===== config.mk =====
export PLATFORM = sky130hd
export DESIGN_NAME = ins_fetch
export DESIGN_NICKNAME = d
export VERILOG_FILES = /design/src/rtl/ins_fetch_pkg.sv /design/src/rtl/ins_fetch.sv
export SDC_FILE = /design/constraint.sdc
export NUM_CORES = 1
export LEC_CHECK = 0
export BUFFER_PORTS_ARGS = -buffer_cell sky130_fd_sc_hd__buf_2
export CORE_MARGIN = 2
export CORE_UTILIZATION = 55
export DETAILED_ROUTE_END_ITERATION = 8
export PLACE_DENSITY_LB_ADDON = 0.15
export SLEW_MARGIN = 20
export SYNTH_ARGS = -nofsm -noshare
export SYNTH_HDL_FRONTEND = slang
export SYNTH_SLANG_ARGS = --single-unit

===== constraint.sdc =====
create_clock -name clk -period 7.5 [get_ports clk]
set_clock_uncertainty 0.2 [all_clocks]
set_input_delay 1.5 -clock clk [delete_from_list [all_inputs] [get_ports clk]]
set_output_delay 1.5 -clock clk [all_outputs]
set_load 0.1 [all_outputs]

===== src/rtl/ins_fetch_pkg.sv =====
// Shared definitions for the PC-write and instruction-fetch stages.
package ins_fetch_pkg;

    localparam logic [2:0] S_IDLE  = 3'd0;
    localparam logic [2:0] S_REQ   = 3'd1;
    localparam logic [2:0] S_HOLD  = 3'd2;
    localparam logic [2:0] S_FLUSH = 3'd3;
    localparam logic [2:0] S_HALT  = 3'd4;

    localparam int unsigned ILEN_BYTES       = 4;
    localparam logic [31:0] DEFAULT_RESET_PC = 32'h0000_0000;

    function automatic logic is_word_aligned(input logic [31:0] addr);
        return (addr[1:0] == 2'b00);
    endfunction

endpackage


===== src/rtl/ins_fetch.sv =====
// Instruction-fetch stage: owns the PC, reads instruction memory over req/ack
// and hands words to the decoder over valid/ready, honouring execute redirects.
module ins_fetch
    import ins_fetch_pkg::*;
#(
    parameter logic [31:0] RESET_PC = DEFAULT_RESET_PC
) (
    input  logic        clk,
    input  logic        rst_n,
    input  logic        reg_pc_w_op,
    input  logic [31:0] reg_pc_w_val,
    output logic        mem_req,
    output logic [31:0] mem_addr,
    input  logic        mem_ack,
    input  logic [31:0] mem_rdata,
    output logic        ins_valid,
    input  logic        ins_ready,
    output logic [31:0] ins_data,
    output logic [31:0] ins_pc,
    output logic        pc_misalign
);

    logic [2:0]  state_q, state_d;
    logic [31:0] pc_q, pc_d;
    logic [31:0] mem_addr_q, mem_addr_d;
    logic [31:0] ins_data_q, ins_data_d;
    logic [31:0] ins_pc_q, ins_pc_d;
    logic        misalign_q, misalign_d;
    logic        mem_req_s, ins_valid_s;

    logic redirect_act, redir_ok, redir_bad, fetch_done;

    // A halted fetch unit ignores redirects; only reset revives it.
    assign redirect_act = reg_pc_w_op && (state_q != S_HALT);
    assign redir_ok     = redirect_act &&  is_word_aligned(reg_pc_w_val);
    assign redir_bad    = redirect_act && !is_word_aligned(reg_pc_w_val);
    assign fetch_done   = (state_q == S_REQ) && mem_ack && !redirect_act;

    // State register
    always_ff @(posedge clk) begin
        if (!rst_n) begin
            state_q <= S_IDLE;
        end else begin
            state_q <= state_d;
        end
    end

    // Next-state logic; redirects override every normal transition
    always_comb begin
        state_d = state_q;
        case (state_q)
            S_IDLE: begin
                if (redir_bad) state_d = S_HALT;
                else           state_d = S_REQ;
            end
            S_REQ: begin
                if (redir_bad)      state_d = S_HALT;
                else if (redir_ok)  state_d = mem_ack ? S_REQ : S_FLUSH;
                else if (mem_ack)   state_d = S_HOLD;
                else                state_d = S_REQ;
            end
            S_HOLD: begin
                if (redir_bad)      state_d = S_HALT;
                else if (redir_ok)  state_d = S_REQ;
                else if (ins_ready) state_d = S_REQ;
                else                state_d = S_HOLD;
            end
            S_FLUSH: begin
                if (redir_bad)    state_d = S_HALT;
                else if (mem_ack) state_d = S_REQ;
                else              state_d = S_FLUSH;
            end
            S_HALT: begin
                state_d = S_HALT;
            end
            default: begin
                state_d = S_IDLE;
            end
        endcase
    end

    // Output decode from the current state
    always_comb begin
        mem_req_s   = 1'b0;
        ins_valid_s = 1'b0;
        case (state_q)
            S_REQ, S_FLUSH: begin
                mem_req_s   = 1'b1;
                ins_valid_s = 1'b0;
            end
            S_HOLD: begin
                mem_req_s   = 1'b0;
                ins_valid_s = 1'b1;
            end
            default: begin
                mem_req_s   = 1'b0;
                ins_valid_s = 1'b0;
            end
        endcase
    end

    // Datapath next values: PC, request address, instruction buffer, sticky flag
    always_comb begin
        if (redir_ok) begin
            pc_d = reg_pc_w_val;
        end else if (fetch_done) begin
            pc_d = pc_q + 32'(ILEN_BYTES);
        end else begin
            pc_d = pc_q;
        end

        // The address is latched on entry to S_REQ; a flush keeps the stale one.
        if (state_d == S_REQ) begin
            mem_addr_d = pc_d;
        end else begin
            mem_addr_d = mem_addr_q;
        end

        if (fetch_done) begin
            ins_data_d = mem_rdata;
            ins_pc_d   = pc_q;
        end else begin
            ins_data_d = ins_data_q;
            ins_pc_d   = ins_pc_q;
        end

        misalign_d = misalign_q | redir_bad;
    end

    // Datapath registers
    always_ff @(posedge clk) begin
        if (!rst_n) begin
            pc_q       <= RESET_PC;
            mem_addr_q <= 32'h0000_0000;
            ins_data_q <= 32'h0000_0000;
            ins_pc_q   <= 32'h0000_0000;
            misalign_q <= 1'b0;
        end else begin
            pc_q       <= pc_d;
            mem_addr_q <= mem_addr_d;
            ins_data_q <= ins_data_d;
            ins_pc_q   <= ins_pc_d;
            misalign_q <= misalign_d;
        end
    end

    assign mem_req     = mem_req_s;
    assign mem_addr    = mem_addr_q;
    assign ins_valid   = ins_valid_s;
    assign ins_data    = ins_data_q;
    assign ins_pc      = ins_pc_q;
    assign pc_misalign = misalign_q;

endmodule


==> impl_metrics.py <==
metrics = {
    "clock_tree": {
        "cts_tree": "done",
        "ctsRootBufferMaster": "clkbuf_8",
        "cts_resized": 0,
        "cts_sinks": 132,
        "numCtsBuffers": 17,
        "clk_path_buf_depth": 2,
        "clock_latency_ns": 0.51,
        "htree_levels": 4,
        "cts_setup_buffers": 0,
        "holdBufCountCts": 0,
        "clk_pin_slew_ns": 0.06,
    },
    "finish": {
        "area_growth_syn_to_layout_pct": 25.7,
        "n_fill_cell": 806,
        "diodes": 0,
        "layout_commonest_cell": "buf_2",
        "nets": 891,
        "mostFrequentLayoutCells": "167 x buf_2, 151 x nand2_1, 132 x dfxtp_1",
        "drive_gt1_share_pct": 27.4,
    },
    "synthesis": {
        "synthMuxAreaShare_pct": 0.725,
        "syn_area_um2": 5530,
        "synthCells": 678,
        "synth_top_area_share_pct": 47.8,
        "synth_xor_area_share_pct": 0.793,
        "dominantRegCellSynth": "dfxtp_1",
        "synthSimpleGateAreaFrac_pct": 26.7,
        "synthesis.nets": 748,
        "ys_types": 56,
        "synth_compound_area_share_pct": 19.2,
        "synthAdderAreaFrac_pct": 0.226,
        "async_flop_share_pct": 0,
        "synth_top_area_cell": "dfxtp_1",
        "synthTopCellsByArea": "dfxtp_1 48%, nand2_1 10%, a21oi_1 7.4%",
        "synth_edf_count": 0,
        "yosysWarningCount": 0,
        "synth_top_family_by_area": "simple AND/OR/NAND/NOR gates",
        "synth.avg_cell_area_um2": 8.15,
        "yosysSeqAreaShare_pct": 47.8,
        "synth-seq-cells": 132,
    },
    "timing": {
        "tightestPinTransition_ns": 0.962,
        "period_needed_ns": 3.85,
        "min_period_over_period_pct": 51.3,
        "whs_ns": 0.250,
        "tns_ns": 0,
        "finalMaxSlewViolations": 0,
        "finalSetupViolCount": 0,
        "max_slew_margin_pct": 35.3,
        "hold_viol_final": 0,
        "timing.fmax_mhz": 260,
        "rsz0062_at_grt": "no",
    },
    "power_and_ir_drop": {
        "leakage_nw": 2.92,
        "peakVddDrop_v": 0.000133,
        "power_density_nw_per_um2": 256,
    },
    "route": {
        "drt_iter0_drc": 402,
        "vias_per_cell": 5.74,
        "drt-pass1-iter-count": 5,
        "wl_um": 15200,
        "post_drt_wl_per_cell_um": 15.7,
        "antenna_left": 0,
        "vias": 5546,
        "drc_errors": 0,
    },
    "floorplan": {
        "fp.dieArea_um2": 10900,
        "die_w_um": 104,
        "coreArea_um2": 9770,
        "initial_utilization_pct": 56.5,
        "ios": 168,
        "dieHeight_um": 104,
        "num_rows": 36,
    },
    "global_routing": {
        "grt_pass1_wl_um": 24600,
        "grt_overflow": 0,
        "grt_max_degree": 67,
        "antenna_found_initial": 0,
        "grt_pass1_vias": 5121,
        "grt.total_usage_pct": 27.9,
    },
    "flow_run": {
        "maxCapViolations": 0,
    },
    "hold_path": {
        "hold_path_class": "flop to flop",
        "min_from": "ins_data[10]",
    },
    "worst_setup_path": {
        "worstPathRequired_ns": 7.70,
        "slowest_stage": "nand4bb_1",
        "cp_slowest_stage_delay_ns": 0.66,
        "critPathLaunchType": "primary input",
        "reg2reg_from": "state_q[0]",
        "cp_max_fo": 52,
        "crit_type": "primary input to flop",
        "end_kind": "flop",
        "crit_path_start": "mem_ack",
        "critical-path-top-delay-family": "simple AND/OR/NAND/NOR gates",
        "worstPathArrival_ns": 4.05,
        "path_cells": "buf_2 > nand4bb_1 > nor2_4 > buf_4 > nor2_1 > a221o_1 > o211a_1",
        "cp_num_buf_inv": 2,
    },
    "run_status": {
        "status": "finished, final reports clean",
    },
    "placement": {
        "portBuffers": 167,
        "gp_congestion": 0.849,
        "dp_hpwl_um": 10300,
    },
}
[worst reg2reg max path, cell delays in order, from the launching register on]
cell	delay (ns)
dfxtp_1	0.51
nand4bb_1	0.71
nor2_4	0.59
buf_4	0.51
nor2_1	0.14
a221o_1	0.33
o211a_1	0.21
[final cells by class]
cell class	count	area, µm²	area share, %
flip-flops and latches	132	2640	38.1
repair buffers	174	888	12.8
clock inverters	10	109	1.57
clock buffers	21	439	6.32
inverters	10	37.5	0.541
well taps	133	166	2.40
multi-input cells	486	2660	38.3
[path summary, 6_finish.rpt]
| kind | slack [ns] | end | cells after the start |
|---|---|---|---|
| worst max-delay path | 3.65 | mem_addr[2] | 7 |
| worst max register to register | 4.20 | mem_addr[2] | 6 |
| worst min-delay path | 0.25 | ins_data[10] | 2 |
| worst min register to register | 0.25 | ins_data[10] | 2 |
[power by group]
part / internal, mW / switching, mW
Combinational: 0.0574 / 0.203
Sequential: 0.726 / 0.0230
Clock: 0.477 / 0.294
[routing by layer]
metal / routed length (µm) / vias up / global-route usage, % / part of all wire, %
li1: - / 2690 / - / -
met1: 6640 / 2594 / 36.1 / 44
met2: 7250 / 225 / 46.2 / 48
met3: 950 / 37 / 5.20 / 6.3
met4: 340 / 0 / 10.7 / 2.2
met5: 0 / - / 0 / 0
[sequential cells by signal, indices dropped and copies added, names as in the netlist]
signal	count
pc_q	32
ins_data	32
state_q	3
mem_addr	32
ins_pc	32
pc_misalign	1
[cells in the mapped netlist, types with 9 or more instances]
cell      number
a21oi_1       82
dfxtp_1      132
clkbuf_1      41
and2_1         9
nand3_1       25
nor4_1        11
nor2_1        34
a31o_2         9
nor3_1        12
nand4_1       15
inv_1         10
nand2_1      151
and3_1        11
o21ai_0       31
o31ai_1       16
[logic make-up after synthesis]
family | Yosys count
buffers and inverters | 60
AND/OR/NAND/NOR | 305
AO/OA/AOI/OAI | 171
XOR/XNOR | 5
adder cells (fa/ha/maj) | 1
flip-flops | 132
multiplexers | 4
[through the flow]
stage	instance area, µm²	cells	util, %	setup WS (ns)	power (mW)
5_1_grt	6940	966	71.0	3.46	1.84
4_1_cts	6940	966	71.0	3.68	1.79
2_1_floorplan	5530	678	-	3.28	0.959
6_report	6940	966	71.0	3.65	1.78
3_5_place_dp	6390	935	65.4	3.18	1.02
3_3_place_gp	6390	935	65.4	3.13	1.02
Note: power is estimated with default switching activity, not from simulation.
